### config.mk
export PLATFORM = sky130hd
export DESIGN_NAME = net_packet_rx
export DESIGN_NICKNAME = d
export VERILOG_FILES = /design/src/rtl/net_packet_rx.sv
export SDC_FILE = /design/constraint.sdc
export NUM_CORES = 1
export LEC_CHECK = 0
export ABC_CLOCK_PERIOD_IN_PS = 3090
export CAP_MARGIN = 20
export CORE_MARGIN = 4
export CORE_UTILIZATION = 48
export CTS_CLUSTER_DIAMETER = 120
export CTS_CLUSTER_SIZE = 40
export DETAILED_ROUTE_END_ITERATION = 8
export GPL_TIMING_DRIVEN = 0
export PLACE_DENSITY = 0.78
export SETUP_SLACK_MARGIN = 0.5
export SYNTH_ARGS = -nofsm -noshare
export SYNTH_HDL_FRONTEND = slang
export SYNTH_SLANG_ARGS = --single-unit
### constraint.sdc
create_clock -name clk -period 3.09 [get_ports clk]
set_input_delay 0.4635 -clock clk [delete_from_list [all_inputs] [get_ports clk]]
set_output_delay 0.4635 -clock clk [all_outputs]
set_load 0.1 [all_outputs]
### src/rtl/net_packet_rx.sv
// Boot/control network receiver: ID filter, small packet FIFO, op decode driving imem/regfile/PC/barrier ports.
// Optional NET_RX_STATS_EN adds saturating accepted-packet and drop counters.

package net_rx_pkg;
   localparam int rs_imm_size_gp = 6;
   localparam int mask_length_gp = 16;

   typedef enum logic [2:0] {
      NET_OP_NULL  = 3'd0,
      NET_OP_INSTR = 3'd1,
      NET_OP_REG   = 3'd2,
      NET_OP_BAR   = 3'd3,
      NET_OP_PC    = 3'd4
   } net_op_e;

   typedef struct packed {
      logic [9:0]  net_id;
      net_op_e     net_op;
      logic [15:0] net_addr;
      logic [31:0] net_data;
   } net_packet_s;
endpackage

module net_packet_rx
   import net_rx_pkg::*;
#(
   parameter logic [9:0] CORE_ID     = 10'd1,
   parameter int         FIFO_DEPTH  = 4,
   parameter int         IMEM_ADDR_W = 10
) (
   input  logic                         clk,
   input  logic                         reset,
   input  logic [$bits(net_packet_s)-1:0] net_packet_flat_i,
   input  logic                         imem_ready_i,
   output logic                         imem_we_o,
   output logic [IMEM_ADDR_W-1:0]       imem_addr_o,
   output logic [15:0]                  imem_data_o,
   output logic                         rf_we_o,
   output logic [rs_imm_size_gp-1:0]    rf_addr_o,
   output logic [31:0]                  rf_data_o,
   output logic                         pc_we_o,
   output logic [31:0]                  pc_o,
   output logic [mask_length_gp-1:0]    barrier_mask_o,
   output logic                         run_o,
`ifdef NET_RX_STATS_EN
   output logic [31:0]                  pkt_count_o,
   output logic [15:0]                  drop_count_o,
`endif
   output logic                         overflow_o
);

   localparam int IDX_W = $clog2(FIFO_DEPTH);
   localparam int PTR_W = IDX_W + 1;

   typedef enum logic {
      ST_BOOT = 1'b0,
      ST_RUN  = 1'b1
   } rx_state_e;

   rx_state_e state, next_state;

   net_packet_s in_pkt;
   net_packet_s head;
   net_packet_s fifo_mem [FIFO_DEPTH];

   logic [PTR_W-1:0] wr_ptr, rd_ptr;
   logic fifo_empty, fifo_full;
   logic accept, push, pop, drop;
   logic do_instr, do_reg, do_bar, do_pc, discard;
   logic unused_head_bits;

   assign in_pkt     = net_packet_s'(net_packet_flat_i);
   assign head       = fifo_mem[rd_ptr[IDX_W-1:0]];
   assign fifo_empty = (wr_ptr == rd_ptr);
   assign fifo_full  = (wr_ptr[PTR_W-1] != rd_ptr[PTR_W-1]) &&
                       (wr_ptr[IDX_W-1:0] == rd_ptr[IDX_W-1:0]);

   assign accept = (in_pkt.net_op != NET_OP_NULL) && (in_pkt.net_id == CORE_ID);
   // A full FIFO still takes a packet when the head leaves on the same edge.
   assign push   = accept && (!fifo_full || pop);
   assign drop   = accept && fifo_full && !pop;

   assign unused_head_bits = ^{head.net_id, head.net_addr, head.net_data};

   always_ff @(posedge clk) begin
      if (!reset) begin
         state <= ST_BOOT;
      end else begin
         state <= next_state;
      end
   end

   always_comb begin
      next_state = state;
      pop        = 1'b0;
      do_instr   = 1'b0;
      do_reg     = 1'b0;
      do_bar     = 1'b0;
      do_pc      = 1'b0;
      discard    = 1'b0;
      if (!fifo_empty) begin
         case (head.net_op)
            NET_OP_INSTR: begin
               if (state == ST_RUN) begin
                  pop     = 1'b1;
                  discard = 1'b1;
               end else if (imem_ready_i) begin
                  pop      = 1'b1;
                  do_instr = 1'b1;
               end
            end
            NET_OP_REG: begin
               pop = 1'b1;
               if (state == ST_RUN) begin
                  discard = 1'b1;
               end else begin
                  do_reg = 1'b1;
               end
            end
            NET_OP_BAR: begin
               pop    = 1'b1;
               do_bar = 1'b1;
            end
            NET_OP_PC: begin
               pop        = 1'b1;
               do_pc      = 1'b1;
               next_state = ST_RUN;
            end
            default: begin
               pop = 1'b1;
            end
         endcase
      end
   end

   // Storage needs no reset; the pointer flush makes stale entries invisible.
   always_ff @(posedge clk) begin
      if (push) begin
         fifo_mem[wr_ptr[IDX_W-1:0]] <= in_pkt;
      end
   end

   always_ff @(posedge clk) begin
      if (!reset) begin
         wr_ptr <= '0;
         rd_ptr <= '0;
      end else begin
         if (push) begin
            wr_ptr <= wr_ptr + 1'b1;
         end
         if (pop) begin
            rd_ptr <= rd_ptr + 1'b1;
         end
      end
   end

   always_ff @(posedge clk) begin
      if (!reset) begin
         imem_we_o      <= 1'b0;
         imem_addr_o    <= '0;
         imem_data_o    <= '0;
         rf_we_o        <= 1'b0;
         rf_addr_o      <= '0;
         rf_data_o      <= '0;
         pc_we_o        <= 1'b0;
         pc_o           <= '0;
         barrier_mask_o <= '0;
         run_o          <= 1'b0;
         overflow_o     <= 1'b0;
      end else begin
         imem_we_o <= do_instr;
         rf_we_o   <= do_reg;
         pc_we_o   <= do_pc;
         run_o     <= (next_state == ST_RUN);
         if (do_instr) begin
            imem_addr_o <= head.net_addr[IMEM_ADDR_W-1:0];
            imem_data_o <= head.net_data[15:0];
         end
         if (do_reg) begin
            rf_addr_o <= head.net_addr[rs_imm_size_gp-1:0];
            rf_data_o <= head.net_data;
         end
         if (do_bar) begin
            barrier_mask_o <= head.net_data[mask_length_gp-1:0];
         end
         if (do_pc) begin
            pc_o <= head.net_data;
         end
         if (drop) begin
            overflow_o <= 1'b1;
         end
      end
   end

`ifdef NET_RX_STATS_EN
   logic [1:0]  drop_inc;
   logic [16:0] drop_sum;

   assign drop_inc = {1'b0, drop} + {1'b0, discard};
   assign drop_sum = {1'b0, drop_count_o} + {15'd0, drop_inc};

   // Both counters stick at all-ones instead of wrapping.
   always_ff @(posedge clk) begin
      if (!reset) begin
         pkt_count_o  <= '0;
         drop_count_o <= '0;
      end else begin
         if (push && !(&pkt_count_o)) begin
            pkt_count_o <= pkt_count_o + 32'd1;
         end
         drop_count_o <= drop_sum[16] ? 16'hFFFF : drop_sum[15:0];
      end
   end
`endif

endmodule
# After elaboration in Yosys (flattened, before gate mapping)
# Memories as Yosys holds them, arrays and structs flattened. A register that Yosys moved wholly into a read port is not among the register bits.
# Cells that the tools add are included.
[classes] n_addsub=2 n_eq_ne=8 muxes=18 bitwise=1 n_reduce_logical=10
[op_table] operator="$mux W1" n=16
[op_table] operator="$eq A10 B1 Y1 const B" n=1
[op_table] operator="$add A3 B1 Y3 const B" n=2
[op_table] operator="$eq A3 B2 Y1 const B" n=2
[op_table] operator="$logic_and A1 B1 Y1" n=5
[op_table] operator="$mux W2" n=2
[op_table] operator="$eq A3 B1 Y1 const B" n=1
[op_table] operator="$eq A3 B3 Y1" n=1
[op_table] operator="$eq A3 B3 Y1 const B" n=1
[op_table] operator="$reduce_bool A3 Y1" n=1
[op_table] operator="$eq A2 B2 Y1" n=1
[op_table] operator="$logic_not A1 Y1" n=2
[op_table] operator="$reduce_and A2 Y1" n=1
[op_table] operator="$logic_or A1 B1 Y1" n=1
[op_table] operator="$ne A1 B1 Y1" n=1
[op_table] operator="$not A1 Y1" n=1
[word_totals] reg_bits=123 ram_bits=244 input_bits=64 memories=1
[memory_table] memory="fifo_mem" words=4 word_bits=61 rd=1 rd_clocked_by_memory_dff=1 write_ports=1 line="64" source="net_packet_s fifo_mem [FIFO_DEPTH];"

# Logic depth before layout (Yosys ltp)
# Gate-level depths: netlist of run 1.
[depth] ltp_word=8 mapped_depth=7 ltp_nobuf=4

# Least setup slack after synthesis of run 1
# No wires, ideal clock.
[synth_timing] kind="reg-to-reg" start="reg (tool-made name)" end="mem fifo_mem[2][0] (netlist name), enable pin" arrival_time_ns=2.698 required_time_ns=2.683 slack_ns=-0.015 path_stages_with_launch=6 n_path_buf=1 synth_period_minus_slack_ns=3.105 cell_sequence="dfxtp_1 buf_6 mux4_2 nor4b_4 a21oi_1 and2_1"
[synth_rtl] item="end, declared" line="64"

# Worst setup path after layout of run 1
[layout_timing] start="reg barrier_mask_o[5]" end="out barrier_mask_o[5]"
[layout_rtl] item="start, declared" line="43" source="output logic [mask_length_gp-1:0] barrier_mask_o,"
[layout_rtl] item="start signal, assigned" line="184" source="barrier_mask_o <= head.net_data[mask_length_gp-1:0];"
# No word-level cell between the ends.

==> flow_metrics.py, run 1 <==
metrics = {
    "sta": {
        "hold_violations": 0,
        "rsz0062_at_grt": "yes",
        "fmax_mhz": 394,
        "slew-limit-headroom_pct": 26.7,
        "setup_tns_ps": 0,
        "hold_ws_ps": 465,
        "maxSlewViolCount": 0,
        "fin_crit_sh_pct": 82.1,
        "setup_violations": 0,
        "finalClockSkew_ps": 26.2,
        "worst_slew_pin_slew_ps": 1100,
        "min_period_ps": 2540,
    },
    "global_route": {
        "grt_max_degree": 42,
        "grt_pass1_wl_mm": 42.6,
        "overflow": 0,
        "grt_pass1_vias": 7445,
        "antenna_found_initial": 0,
        "track_usage_pct": 20.5,
    },
    "run": {
        "cap_violations": 0,
    },
    "detailed_routing": {
        "route.met2.wl_mm": 13.7,
        "ant_nets": 0,
        "drt_iter0_drc": 613,
        "met3_length_mm": 2.02,
        "wl_per_cell_um": 20.9,
        "via_per_inst": 5.52,
        "routed.top_layer": "met4",
        "dr.pass1.iters": 5,
        "drt-total-wl_mm": 27.4,
        "wl_met1_mm": 11.3,
        "drc_errors": 0,
        "vias": 7243,
    },
    "layout": {
        "seqCellArea_um2": 7910,
        "finish.net_count": 1059,
        "nFillCells": 1881,
        "areaGrowthSynthToFinish_pct": 23.0,
        "multiInputGateArea_um2": 3410,
        "fin_cells": 1313,
        "layout-drive-gt1-share_pct": 10.4,
        "fin_area_um2": 14200,
    },
    "pwr": {
        "fin_total_pwr_mw": 6.97,
        "power.switching_mw": 1.66,
        "switching_share_pct": 23.9,
        "seqPwrFrac_pct": 62.2,
        "power.internal_mw": 5.30,
        "p_clk_share_pct": 26.4,
        "combPwrFrac_pct": 11.4,
        "p_leak_nw": 4.48,
        "p_per_area_nw_per_um2": 490,
        "ir_drop_mv": 0.493,
    },
    "critical_path": {
        "crit_buf_inv": 1,
        "worstPathArrival_ps": 2070,
        "cpPeakStageDelay_ps": 1160,
        "crit_required_ps": 2630,
        "crit_slowest_cell": "clkdlybuf4s50_1",
        "crit_family": "buffers and inverters",
        "critPathLaunchType": "flop",
        "crit_type": "reg -> out",
        "end_kind": "primary output",
        "crit_fanout": 2,
        "worstPathCellList": "clkdlybuf4s50_1",
    },
    "logic_synthesis": {
        "syn_area_per_cell_um2": 14.7,
        "syn_nets": 855,
        "synth-seq-cells": 305,
        "synth_flop_cell": "edfxtp_1",
        "yosysSeqAreaShare_pct": 68.3,
        "synth_area_leaders": "edfxtp_1 47%, dfxtp_1 22%, mux4_2 8.8%, mux2i_1 6.1%, nand2_1 3.7%",
        "synth_largest_area_cell": "edfxtp_1",
        "synth_warnings": 0,
        "synth_cells": 786,
        "synthArstFlopShare_pct": 0,
        "synth.top_cell.area_share_pct": 46.7,
        "synth_area_um2": 11600,
        "ys_types": 41,
        "synth_edf_count": 180,
    },
    "placement": {
        "dpl.hpwl_mm": 19.2,
        "dp.cells": 1282,
        "gp_congestion": 0.813,
        "portBuffers": 173,
        "placed_cell_area_um2": 13800,
    },
    "floorplanning": {
        "fp.dieW_um": 163,
        "die_h_um": 163,
        "die_area_um2": 26700,
        "coreArea_um2": 23600,
        "num_rows": 56,
        "ios": 181,
        "start_util_pct": 49.0,
    },
    "cts": {
        "cts_tree": "built",
        "clockRootBuffer": "clkbuf_16",
        "clock-sinks": 305,
        "clockBufferDepth": 3,
        "path_clk_slew_ps": 140,
        "insertion_delay_ps": 490,
        "cts_buffers": 11,
        "cts_htree_levels": 1,
    },
    "outcome": {
        "outcome": "completed",
    },
    "worst_hold_path": {
        "hp-class": "reg -> reg",
    },
}
-- per-layer routing --
| metal | up-vias | global-route usage (%) |
|---|---|---|
| met5 | - | 0 |
| met4 | 0 | 3.66 |
| met3 | 22 | 3.71 |
| met2 | 276 | 35.4 |
| met1 | 3627 | 27.8 |
| li1 | 3318 | - |
-- flip-flops by register name, summed over array words and instances, names as in the netlist, named ones only --
register        count
barrier_mask_o     16
fifo_mem          180
imem_addr_o        10
imem_data_o        16
imem_we_o           1
overflow_o          1
pc_o               32
pc_we_o             1
rd_ptr              3
rf_addr_o           6
rf_data_o          32
rf_we_o             1
run_o               1
wr_ptr              3
-- cells in the final DEF (no fill, tap or decap), types with 3 or more instances in the layout --
cell,n
clkbuf_16,11
ha_1,5
clkdlybuf4s50_1,171
buf_2,8
clkbuf_2,4
mux2i_1,71
clkbuf_1,39
a21boi_0,44
and2_4,4
buf_4,14
buf_6,3
edfxtp_1,180
xnor2_1,3
nor2b_1,3
nand3_1,48
mux4_2,45
buf_12,6
nand2b_1,5
xor2_1,3
a21boi_1,4
inv_1,5
o21ai_0,48
nand2_1,115
dfxtp_1,125
-- metrics by stage --
step	utilization (%)	worst slack, ps
2_1_floorplan	-	454
3_3_place_gp	58.0	-364
3_5_place_dp	58.4	-140
4_1_cts	60.0	504
5_1_grt	60.3	461
6_report	60.3	553
-- layout make-up --
| cell class | instances | area share [%] |
|---|---|---|
| inverter | 5 | 0.132 |
| buffer | 54 | 1.94 |
| clock inverter | 1 | 0.114 |
| timing repair buffer | 190 | 13.4 |
| multi-input combinational | 423 | 24.0 |
| tap | 319 | 2.80 |
| antenna | 1 | 0.0176 |
| sequential | 305 | 55.6 |
| clock buffer | 15 | 2.04 |
-- power groups by stage --
stage                     Combinational, mW  Sequential, mW  Clock [mW]
final                                 0.793            4.34        1.84
after global routing                  0.850            4.34        2.03
after CTS                             0.792            4.34        1.87
after detailed placement              0.790            4.43           0
after global placement                0.778            4.43           0
after floorplan                       0.382            4.56           0
-- Yosys cell counts, drive strengths merged, types with 5 or more instances --
| master | n |
|---|---|
| and2 | 6 |
| mux2i | 71 |
| mux4 | 45 |
| nand2b | 5 |
| o21ai | 48 |
| dfxtp | 125 |
| edfxtp | 180 |
| inv | 5 |
| nand2 | 115 |
| buf | 18 |
| a21boi | 48 |
| nand3 | 48 |
| ha | 5 |
| clkbuf | 36 |
-- cells by family (layout without fill, tap and decap cells) --
| logic type | after synthesis | after routing | synth area share (%) |
|---|---|---|---|
| adders and majority gates | 5 | 5 | 0.541 |
| muxes | 116 | 116 | 14.9 |
| DFF | 305 | 305 | 68.3 |
| xor gates and xnor gates | 6 | 6 | 0.454 |
| AOI/OAI and AO/OA | 106 | 106 | 5.79 |
| buffers and inverters | 59 | 265 | 2.49 |
| and+or+nand+nor | 189 | 190 | 7.48 |
| other | 0 | 1 | 0 |
-- what timing repair did --
item,in CTS,in global routing
pin swaps,4,3
buffers inserted,7,6
setup endpoints to repair,181,114
gates cloned,1,0
hold buffers,0,0
gates resized for setup,6,7
-- final timing paths --
kind / startpoint / end / slack [ps] / cells past startpoint
worst max-delay path: barrier_mask_o[5] / barrier_mask_o[5] / 550 / 1
worst min-delay path: rf_data_o[11] / rf_data_o[11] / 460 / 2
worst max register to register: flop / fifo_mem[1][26] / 620 / 7
worst min register to register: rf_data_o[11] / rf_data_o[11] / 460 / 2
Note: power is estimated with default switching activity, not from simulation.
==> inputs of run 2 (changes only) <==
ABC_CLOCK_PERIOD_IN_PS = 2600   (was 3090)
CORE_UTILIZATION = 50   (was 48)
clock period = 2.6 ns   (was 3.09 ns; I/O delays follow)
==> run 2 against run 1 <==
Compared with the run above:
- sequential share of layout area decreased by 2.5 points
- clock skew increased by 2.7 ps
- worst hold slack got worse by 22 ps
- die area decreased by 3.8%
- largest cell class unchanged
==> flow_metrics.py, run 2 (same netlist as run 1, synthesis figures left out) <==
metrics = {
    "layout": {
        "final_common_cell": "edfxtp_1",
        "areaGrowthSynthToFinish_pct": 28.9,
        "finish.net_count": 1109,
        "fin_area_um2": 14900,
        "layout-drive-gt1-share_pct": 28.1,
        "nFillCells": 1607,
        "largest_reg_flops": 180,
        "finish.utilization_pct": 65.6,
        "layout_common_cells": "180 x edfxtp_1, 123 x dfxtp_1, 115 x nand2_1, 69 x mux2i_1, 56 x clkdlybuf4s50_1",
    },
    "floorplanning": {
        "start_util_pct": 50.9,
        "num_rows": 55,
        "ios": 181,
        "die_area_um2": 25600,
        "coreArea_um2": 22700,
        "fp.dieW_um": 160,
        "die_h_um": 160,
    },
    "sta": {
        "slew-limit-headroom_pct": 35.8,
        "fmax_mhz": 417,
        "finalClockSkew_ps": 28.9,
        "min_period_ps": 2400,
        "setup_violations": 0,
        "rsz0062_at_grt": "yes",
        "maxSlewViolCount": 0,
        "fin_crit_sh_pct": 92.3,
        "hold_violations": 0,
        "worst_slew_pin_slew_ps": 967,
    },
    "global_route": {
        "track_usage_pct": 23.4,
        "grt_pass1_vias": 7704,
        "grt_use_met2_pct": 39.3,
        "overflow": 0,
        "grt_max_degree": 42,
        "grt.met3_usage_pct": 4.75,
        "grt_busiest_layer": "met2",
        "antenna_found_initial": 2,
        "grtUsageMet1_pct": 31.8,
        "grt_pass1_wl_mm": 46.5,
    },
    "detailed_routing": {
        "dr.pass1.iters": 5,
        "vias": 7782,
        "ant_nets": 0,
        "via_per_inst": 5.85,
        "wl_per_cell_um": 23.9,
        "drt_iter0_drc": 779,
        "drt-total-wl_mm": 31.8,
        "drc_errors": 0,
    },
    "worst_hold_path": {
        "hp-class": "in -> reg",
    },
    "critical_path": {
        "worstPathArrival_ps": 2670,
        "cpPeakStageDelay_ps": 750,
        "critPathLaunchType": "flop",
        "crit_slowest_cell": "nor4_1",
        "end_kind": "flop",
        "worstPathCellList": "xor2_1 > nor4_1 > a21oi_4 > buf_12 > buf_16 > and2_4",
        "crit_required_ps": 2870,
        "crit_fanout": 7,
        "crit_type": "reg -> reg",
    },
    "cts": {
        "insertion_delay_ps": 500,
        "cts_buffers": 11,
        "clockRootBuffer": "clkbuf_16",
        "clockBufferDepth": 3,
        "cts_htree_levels": 1,
        "cts_tree": "built",
        "path_clk_slew_ps": 140,
        "cts.hold.buffers_added": 0,
        "clock-sinks": 305,
    },
    "placement": {
        "dpl.hpwl_mm": 18.4,
        "portBuffers": 173,
        "gp_congestion": 0.846,
        "placed_cell_area_um2": 13700,
    },
    "outcome": {
        "outcome": "completed",
    },
    "pwr": {
        "power.switching_mw": 2.07,
        "p_leak_nw": 4.97,
        "combPwrFrac_pct": 13.2,
        "switching_share_pct": 24.4,
        "p_clk_share_pct": 26.1,
        "p_per_area_nw_per_um2": 569,
        "power.internal_mw": 6.41,
        "seqPwrFrac_pct": 60.8,
        "fin_total_pwr_mw": 8.48,
        "ir_drop_mv": 0.613,
    },
    "run": {
        "cap_violations": 0,
    },
}
## run 2: worst max-delay path, delay by kind of cell, from the launching register on
| family | cells | cell delay, ps |
|---|---|---|
| buf+inv | 2 | 330 |
| simple gates | 2 | 930 |
| xor+xnor | 1 | 190 |
| compound gates | 1 | 220 |
| flops | 1 | 500 |
## run 2: timing repair
item,in CTS,in global routing
setup buffers,21,11
cloned,31,5
pin swaps,10,12
resized for setup,344,193
endpoints found under the setup margin,395,349
hold endpoints to repair,0,0
## run 2: layout make-up
class / instances / area (µm²) / share of cell area (%)
Clock inverter: 1 / 16.3 / 0.109
Sequential cell: 305 / 7910 / 53.1
Clock buffer: 16 / 294 / 1.97
Tap cell: 285 / 357 / 2.39
Timing Repair Buffer: 213 / 2090 / 14.0
Multi-Input combinational cell: 450 / 3800 / 25.5
Inverter: 5 / 18.8 / 0.126
Antenna cell: 1 / 2.50 / 0.0168
Buffer: 54 / 427 / 2.86
## run 2: routing by layer
layer  vias up  routed length [µm]  share of wire (%)
li1       3448                   -                  -
met1      3856               12700                 40
met2       413               15800                 50
met3        63                2720                8.6
met4         2                 648                2.0
met5         -                  12              0.038
## run 2: path summary, 6_finish.rpt
kind / startpoint / to / slack (ps) / depth (start not counted)
worst max-delay path: wr_ptr[1] / fifo_mem[1][6] / 200 / 6
worst min-delay path: reset / rd_ptr[2] / 440 / 3
worst max register to register: wr_ptr[1] / fifo_mem[1][6] / 200 / 6
worst min register to register: pc_o[27] / pc_o[27] / 470 / 2
## run 2: power by group through the flow
stage	logic [mW]	registers, mW	clock network (mW)
floorplan	0.454	5.42	0
global placement	0.920	5.26	0
detailed placement	0.931	5.26	0
CTS	0.976	5.15	2.22
global route	1.17	5.16	2.40
finish	1.12	5.15	2.21
## run 2: per-stage QoR
stage | setup TNS [ps] | cells | hold slack [ps] | worst slack (ps)
2_1_floorplan | 0 | 786 | 478 | 322
3_3_place_gp | -49150 | 1244 | 442 | -284
3_5_place_dp | -63690 | 1244 | 445 | -367
4_1_cts | 0 | 1313 | 431 | 291
5_1_grt | 0 | 1330 | 438 | 164
6_report | 0 | 1330 | 443 | 200
